### config.mk
export PLATFORM = sky130hd
export DESIGN_NAME = wb_id_arbiter
export DESIGN_NICKNAME = d
export VERILOG_FILES = /design/src/rtl/moxie_wb_pkg.sv /design/src/rtl/wb_watchdog.sv /design/src/rtl/wb_id_arbiter.sv
export SDC_FILE = /design/constraint.sdc
export NUM_CORES = 1
export LEC_CHECK = 0
export ABC_AREA = 0
export ABC_CLOCK_PERIOD_IN_PS = 2500
export BUFFER_PORTS_ARGS = -buffer_cell sky130_fd_sc_hd__buf_2
export CORE_MARGIN = 5
export CORE_UTILIZATION = 35
export DETAILED_ROUTE_END_ITERATION = 16
export PLACE_DENSITY = 0.82
export SYNTH_ARGS = -nofsm -noshare
export SYNTH_HDL_FRONTEND = slang
export SYNTH_SLANG_ARGS = --single-unit
export TNS_END_PERCENT = 10
### constraint.sdc
create_clock -name clk_i -period 2.5 [get_ports clk_i]
set_clock_uncertainty 0.2 [all_clocks]
set_input_delay 0.5 -clock clk_i [delete_from_list [all_inputs] [get_ports clk_i]]
set_output_delay 0.5 -clock clk_i [all_outputs]
set_load 0.05 [all_outputs]
### src/rtl/moxie_wb_pkg.sv
// Shared Wishbone constants, arbiter state encoding and request bundle for the Moxie I/D arbiter.
package moxie_wb_pkg;

  localparam int WB_ADR_W       = 32;
  localparam int WB_DAT_W       = 16;
  localparam int WB_SEL_W       = 2;
  localparam int WB_TIMEOUT_DEF = 64;

  typedef enum logic [1:0] {
    IDLE  = 2'd0,
    GNT_I = 2'd1,
    GNT_D = 2'd2
  } arb_state_e;

  // One master's view of the external bus request, muxed as a unit.
  typedef struct packed {
    logic [WB_ADR_W-1:0] adr;
    logic [WB_DAT_W-1:0] dat;
    logic [WB_SEL_W-1:0] sel;
    logic                we;
    logic                cyc;
    logic                stb;
  } wb_req_t;

  function automatic arb_state_e gnt_state(input logic pick_d);
    return pick_d ? GNT_D : GNT_I;
  endfunction

endpackage

### src/rtl/wb_watchdog.sv
// wb_watchdog: counts consecutive unacked strobe cycles, fires on the TIMEOUT-th one.
// Latency: fire is combinational in the tripping cycle; the counter updates on the next edge.
// Backpressure: none; it only observes the bus handshake.
module wb_watchdog
  import moxie_wb_pkg::*;
#(
  parameter int TIMEOUT = WB_TIMEOUT_DEF
) (
  input  logic clk_i,
  input  logic rst_i,
  input  logic clr,
  input  logic stb,
  input  logic ack,
  output logic fire
);

  localparam logic [15:0] WD_LAST = 16'(TIMEOUT - 1);

  logic [15:0] wd_cnt;
  logic        wait_cyc;

  assign wait_cyc = stb & ~ack;
  assign fire     = wait_cyc && (wd_cnt == WD_LAST);

  // The owner releases the bus when fire is seen, so clr wraps the count before it can overflow.
  always_ff @(posedge clk_i) begin
    if (rst_i || clr || ack) begin
      wd_cnt <= '0;
    end else if (wait_cyc) begin
      wd_cnt <= wd_cnt + 16'd1;
    end
  end

endmodule

### src/rtl/wb_id_arbiter.sv
// wb_id_arbiter: registered grant FSM steering the Moxie I/D Wishbone ports onto one 16-bit bus.
// Latency: grant one edge after cyc in IDLE; data/ack pass combinationally. Backpressure: loser waits, no preemption.
// Tie policy: WB_ARB_ROUND_ROBIN_EN defined alternates on ties, otherwise D always wins a tie.
module wb_id_arbiter
  import moxie_wb_pkg::*;
#(
  parameter int TIMEOUT = WB_TIMEOUT_DEF
) (
  input  logic                clk_i,
  input  logic                rst_i,

  input  logic [WB_ADR_W-1:0] wb_I_adr_i,
  input  logic                wb_I_cyc_i,
  input  logic                wb_I_stb_i,
  output logic [WB_DAT_W-1:0] wb_I_dat_o,
  output logic                wb_I_ack_o,
  output logic                wb_I_err_o,

  input  logic [WB_ADR_W-1:0] wb_D_adr_i,
  input  logic [WB_DAT_W-1:0] wb_D_dat_i,
  input  logic [WB_SEL_W-1:0] wb_D_sel_i,
  input  logic                wb_D_we_i,
  input  logic                wb_D_cyc_i,
  input  logic                wb_D_stb_i,
  output logic [WB_DAT_W-1:0] wb_D_dat_o,
  output logic                wb_D_ack_o,
  output logic                wb_D_err_o,

  output logic [WB_ADR_W-1:0] wb_adr_o,
  output logic [WB_DAT_W-1:0] wb_dat_o,
  output logic [WB_SEL_W-1:0] wb_sel_o,
  output logic                wb_we_o,
  output logic                wb_cyc_o,
  output logic                wb_stb_o,
  input  logic [WB_DAT_W-1:0] wb_dat_i,
  input  logic                wb_ack_i
);

  arb_state_e state;
  wb_req_t    i_req, d_req, bus_req;
  logic       own_cyc;
  logic       pick_d;
  logic       wd_fire;
  logic       wd_clr;
`ifdef WB_ARB_ROUND_ROBIN_EN
  logic       last_gnt_d;
`endif

  // I only ever fetches full halfwords.
  assign i_req = '{adr: wb_I_adr_i, dat: '0, sel: {WB_SEL_W{1'b1}}, we: 1'b0,
                   cyc: wb_I_cyc_i, stb: wb_I_stb_i};
  assign d_req = '{adr: wb_D_adr_i, dat: wb_D_dat_i, sel: wb_D_sel_i, we: wb_D_we_i,
                   cyc: wb_D_cyc_i, stb: wb_D_stb_i};

  always_comb begin
    bus_req = '0;
    case (state)
      GNT_I:   bus_req = i_req;
      GNT_D:   bus_req = d_req;
      default: bus_req = '0;
    endcase
  end

  assign own_cyc = bus_req.cyc;

`ifdef WB_ARB_ROUND_ROBIN_EN
  assign pick_d = wb_D_cyc_i & (~wb_I_cyc_i | ~last_gnt_d);
`else
  assign pick_d = wb_D_cyc_i;
`endif

  // Owner leaving (cyc drop or timeout) and IDLE both restart the timeout window.
  assign wd_clr = ~own_cyc | wd_fire;

  wb_watchdog #(
    .TIMEOUT (TIMEOUT)
  ) u_watchdog (
    .clk_i (clk_i),
    .rst_i (rst_i),
    .clr   (wd_clr),
    .stb   (bus_req.stb),
    .ack   (wb_ack_i),
    .fire  (wd_fire)
  );

  always_ff @(posedge clk_i) begin
    if (rst_i) begin
      state      <= IDLE;
`ifdef WB_ARB_ROUND_ROBIN_EN
      last_gnt_d <= 1'b0;
`endif
    end else begin
      case (state)
        IDLE: begin
          if (wb_I_cyc_i || wb_D_cyc_i) begin
            state      <= gnt_state(pick_d);
`ifdef WB_ARB_ROUND_ROBIN_EN
            last_gnt_d <= pick_d;
`endif
          end
        end
        GNT_I, GNT_D: begin
          if (!own_cyc || wd_fire) begin
            state <= IDLE;
          end
        end
        default: state <= IDLE;
      endcase
    end
  end

  assign wb_adr_o = bus_req.adr;
  assign wb_dat_o = bus_req.dat;
  assign wb_sel_o = bus_req.sel;
  assign wb_we_o  = bus_req.we;
  assign wb_cyc_o = bus_req.cyc;
  assign wb_stb_o = bus_req.stb;

  // A slave ack seen in IDLE has no strobe behind it and is dropped here.
  assign wb_I_ack_o = (state == GNT_I) & wb_ack_i & bus_req.stb;
  assign wb_D_ack_o = (state == GNT_D) & wb_ack_i & bus_req.stb;
  assign wb_I_err_o = (state == GNT_I) & wd_fire;
  assign wb_D_err_o = (state == GNT_D) & wd_fire;

  assign wb_I_dat_o = wb_dat_i;
  assign wb_D_dat_o = wb_dat_i;

endmodule

# After elaboration in Yosys (flattened, before gate mapping)
# Index checks and enable logic that the tools add are counted.
[word_totals]
reg_bits = 18
in_bits = 106
output_inout_bits = 89
[classes]
addsub = 1
eq_ne = 5
n_mux = 5
reduce_logical = 9
bitwise = 10
[ops]
columns = ["op", "count"]
rows = [
  ["53-bit one-hot mux with 2 select lines", 1],
  ["16-bit by 1-bit adder with 16-bit output, second input constant", 1],
  ["16-bit by 6-bit equality test with 1-bit output, second input constant", 1],
  ["1-bit bitwise AND", 7],
  ["2-bit two-way mux", 3],
  ["1-bit logical OR", 4],
  ["2-bit != test, second input constant", 2],
  ["2-bit one-hot mux with 2 select lines", 1],
  ["2-bit by 1-bit equality test with 1-bit output, second input constant", 1],
  ["2-bit equality test, second input constant", 1],
  ["2-bit logical NOT", 1],
  ["1-bit inverter", 2],
  ["2-bit AND reduction", 1],
  ["2-bit OR reduction", 1],
  ["1-bit logical AND", 1],
  ["1-bit logical NOT", 1],
  ["1-bit OR", 1],
]

# Longest topological paths before layout
[logic_depth]
word_depth = 7
ltp_mapped = 9
depth_no_buf = 8

# Cells and area by module
# Synthesis repeated with hierarchy kept, for this count alone.
[unflattened]
hier_cells = 242
hier_area_um2 = 1856.8
[by_module_without_submodules]
columns = ["module", "n_inst", "seq_area_each_um2", "cells_each", "area_per_inst_um2"]
rows = [
  ["wb_id_arbiter", 1, 40.0, 155, 1091.0],
  ["wb_watchdog", 1, 320.3, 87, 765.7],
]

# Worst setup path before layout
# No wires, ideal clock.
[synth_timing]
path_kind = "flip-flop to flip-flop"
start = "register state[0]"
end = "register u_watchdog.wd_cnt[10]"
stages_incl_launch_ff = 9
t_arrival_ps = 2383
synth_period_minus_slack_ps = 2647
slack_ps = -147
cell_sequence = "dfxtp_1 inv_1 ha_1 buf_4 nor2b_1 nand2_1 or2_4 buf_6 nor2_1"
[synth_between]
elab_cells_between_ends = 9
cone_classes = "2 x eq/ne; 1 x mux; 3 x bitwise; 3 x reduce/logical"
[synth_lines]
columns = ["item", "line_no", "rtl"]
rows = [
  ["start, declared", "wb_id_arbiter.sv:39", "arb_state_e state;"],
  ["start signal, assigned", "wb_id_arbiter.sv:96", "state <= gnt_state(pick_d);"],
  ["2-bit equality test / 2-bit by 1-bit equality test with 1-bit output (equally long branches)", "wb_id_arbiter.sv:57", "case (state)"],
  ["53-bit one-hot mux with 2 select lines (*)", "wb_id_arbiter.sv:57", ""],
  ["net wb_cyc_o", "wb_id_arbiter.sv:33", "output logic wb_cyc_o,"],
  ["1-bit inverter (*)", "wb_id_arbiter.sv:73", "assign wd_clr = ~own_cyc | wd_fire;"],
  ["1-bit OR (*)", "wb_id_arbiter.sv:73", ""],
  ["1-bit logical OR (*) (2 in a row)", "wb_watchdog.sv:27", "if (rst_i || clr || ack) begin"],
  ["end signal, assigned", "wb_watchdog.sv:30", "wd_cnt <= wd_cnt + 16'd1;"],
  ["end, declared", "wb_watchdog.sv:19", "logic [15:0] wd_cnt;"],
]
# Mark *: on every way through the listed nets, which the timed path passes. The rest lies on a longest branch.
# A chain may end at the register's enable or synchronous reset.

# Worst setup path after layout
[layout_timing]
start = "register state[0]"
end = "output port wb_I_ack_o"
[layout_between]
elab_chain_cells = 3
elab_cells_between_ends = 5
cone_classes = "2 x eq/ne; 1 x mux; 2 x bitwise"
[layout_rtl]
columns = ["item", "line_no", "rtl"]
rows = [
  ["2-bit equality test / 2-bit by 1-bit equality test with 1-bit output (equally long branches)", "wb_id_arbiter.sv:57, wb_id_arbiter.sv:120", ""],
  ["53-bit one-hot mux with 2 select lines / 1-bit bitwise AND (equally long branches)", "wb_id_arbiter.sv:57, wb_id_arbiter.sv:120", ""],
  ["1-bit bitwise AND (*)", "wb_id_arbiter.sv:120", "assign wb_I_ack_o = (state == GNT_I) & wb_ack_i & bus_req.stb;"],
  ["end, declared", "wb_id_arbiter.sv:16", "output logic wb_I_ack_o,"],
]
# Every way passes the cells marked *; elsewhere a longest branch is shown, timed or not.

==> summary.md <==
| Metric | Value |
|---|---|
| Most common cell after layout, fill and taps aside | buf_2 |
| CTS Hold Bufs | 0 |
| Yosys warnings | 0 |
| Worst-Skew Late Latency | approximately 0.26 ns |
| PostCTS Resize Cnt | 10 |
| I/O Pins | ~200 |
| Area contributors post-synth | dfxtp_1 (19%), buf_4 (14%), a22oi_1 (13%) |
| Crit path required time | around 1.8 ns |
| Share of the synthesized area in the top cell type | 19.45% |
| Static Leak | 0.001181 µW |
| Comb power frac | around half |
| Asr flop ratio synth | 0% |
| Core area | ~0.005 mm² |
| Clock Path Buffers | 2 |
| Vias post-DR | 2047 |
| Total gr overflow | 0 |
| Status | completed |
| Die height | 82.76 µm |
| Share of layout cells above drive strength 1 | 49.44% |
| Buf/Inv on CP | 3 |
| Max-Cap Viols | 0 |
| Metal3 WL | 533 µm |
| Worst Tran Pin Value | 0.4224 ns |
| Fin. Hold Viols | 0 |
| Die Wd | 82.76 µm |
| CP max-delay cell | dfxtp_2 |
| Antenna viol nets, final | 0 |
| Die ar. | 0.006849 mm² |
| Clk sink count | 18 |
| Slew headroom | 71.54% |
| Tmin final | 2.435 ns |
| Post-synthesis register bit count | 18 |
| PortBufs | approximately 150 |
| Placer Congestion | between 0.8 and 0.9 |
| WL met2 | 3351 µm |
| Fin. max-slew vios | 0 |
| Sequential Power Share | approximately 28% |
| Syn Area/Cell | 7.533 µm² |
| Most frequent cells in the layout | buf_2 (136), nor2b_1 (34), a22oi_1 (33), and2_1 (20), nor2_1 (18) |
| Fmax achieved | 0.4106 GHz |
| Clock group share of total power | 22.8% |
| Setup violators final | 0 |
| Synthesized Nets | 356 |
| CP Max Fanout | 6 |
| Worst Path Arrival | 1.74 ns |
| Tcrit/Tclk final | 97.41% |
| Startpoint types | register |
| CTS tree | built |
| Total global-route track usage | 15.79% |
| WL per Instance | between 10 and 15 µm |
| Sequential cell area fraction in the yosys report | 19.45% |
| Routed Wire Length | 6350 µm |
| CP cell instances | inv_1 -> ha_4 -> a22o_4 -> nand2_4 -> inv_2 -> and3_2 -> buf_4 |
| Pwr/cell area | 409.1 mW/mm² |
| Synth Cell Area | 0.001853 mm² |
| Synth Instances | 246 |
| Ant. Diodes | 0 |
| Internal power | 622.5 µW |
| Synth area leader | dfxtp_1 |
| Vias in the first global route | 1758 |
| Switching Share | 40.60% |
| Post-route cell area | 0.002561 mm² |
| Placed Area | 0.002424 mm² |
| Number of setup buffers added after CTS | 0 |
| Nets | 465 |
| Ys flop type | dfxtp_1 |
| Worst IR Drop VDD | 346.8 µV |
| DRT Pass-1 Iters | 4 |
| H-tree depth | 1 |
| Total CTS buffers | 3 |
| First-pass GRT wire length | 8528 µm |
| Max layer used | met4 |
| HPWL after detailed placement | 5212 µm |
| Syn-to-layout area delta | 38.22% |
| DRC viols | 0 |
| Via density | 4.828 |
| Synth unique cells | 38 |
| Crit end category | output port |
| Family with the most delay on the worst path | flip-flops |
| Initial antenna violation count | 0 |
| WL met1 | between 2000 and 2500 µm |
| Kind of critical path | reg -> out |
| Site Rows | 26 |
| NetSw | 425.4 µW |
| Largest net degree at the start of global routing | 55 |
| Initial core utilization | 36.05% |
| Final core utilization | between 40% and 50% |
| Reg clk slew, reported paths | 0.06 ns |
| Worst min path class | in -> reg |
| EDFF count, synth | 0 |
| CP max stage delay | 0.35 ns |
| Root Driver | clkbuf_8 |
| DRT iter0 DRCs | 49 |
kinds of logic after synthesis:
family	synth area share [%]
DFF	19.45
xor gates and xnor gates	6.617
buffers and inverters	18.50
and+or+nand+nor	35.92
adders and majority gates	2.701
AOI/OAI and AO/OA	16.81
layer usage:
layer	up-vias	GRT usage (%)
li1	1024	-
met1	936	18.80
met2	78	28.77
met3	9	2.495
met4	0	4.902
met5	-	0
final cells by class:
class	count	area, µm²
multi-input combinational	173	1204
tap	70	87.58
fill	510	2579
inverter	8	30.03
timing repair buffer	151	822.0
sequential	18	362.8
clock buffer	4	55.05
state kept, by name (all words and copies together) (netlist names):
| register | cells |
|---|---|
| u_watchdog.wd_cnt | 16 |
| state | 2 |
per-stage QoR:
| step | setup WS (ns) | cells | hold WS, ns | power (µW) | TNS (ns) |
|---|---|---|---|---|---|
| after CTS | 0.01690 | 424 | 0.2853 | 1040 | 0 |
| after floorplan | -0.01078 | 246 | 0.2451 | 777.7 | -0.3235 |
| final | 0.06475 | 424 | 0.2833 | 1048 | 0 |
| after global routing | -0.009623 | 424 | 0.2886 | 1103 | -0.01644 |
| after global placement | 0.1599 | 420 | 0.2581 | 790.6 | 0 |
| after detailed placement | 0.1339 | 420 | 0.2748 | 795.6 | 0 |
final timing paths:
| path | from | endpoint | slack, ns | cells past startpoint |
|---|---|---|---|---|
| worst max-delay path | state[0] | wb_I_ack_o | 0.06 | 7 |
| worst min-delay path | rst_i | state[1] | 0.28 | 2 |
| worst max register to register | state[0] | state[1] | 0.35 | 8 |
| worst min register to register | u_watchdog.wd_cnt[1] | u_watchdog.wd_cnt[1] | 0.29 | 2 |
Yosys cell counts (3+ instances only):
| library cell | count |
|---|---|
| nor2b_1 | 35 |
| xnor2_1 | 13 |
| nand3_1 | 4 |
| buf_4 | 34 |
| nor4_1 | 3 |
| a21oi_1 | 4 |
| dfxtp_1 | 18 |
| inv_1 | 8 |
| nand2_1 | 10 |
| clkbuf_1 | 9 |
| ha_1 | 4 |
| and2_1 | 20 |
| nor3_1 | 5 |
| nor2_1 | 19 |
| a22oi_1 | 33 |
worst register-to-register path, delay by kind of cell (launching register included):
family	cells	cell delay, ns
buffers and inverters	2	0.34
flip-flops	1	0.33
adder cells (fa/ha/maj)	1	0.19
AO/OA/AOI/OAI	4	0.86
AND/OR/NAND/NOR	1	0.11
power by group through the flow:
stage	registers, µW	logic, µW	clock network [µW]
2_1_floorplan	298	480	0
3_3_place_gp	298	493	0
3_5_place_dp	298	497	0
4_1_cts	292	505	244
5_1_grt	293	549	260
6_report	293	516	239
(Power assumes the default switching activity.)
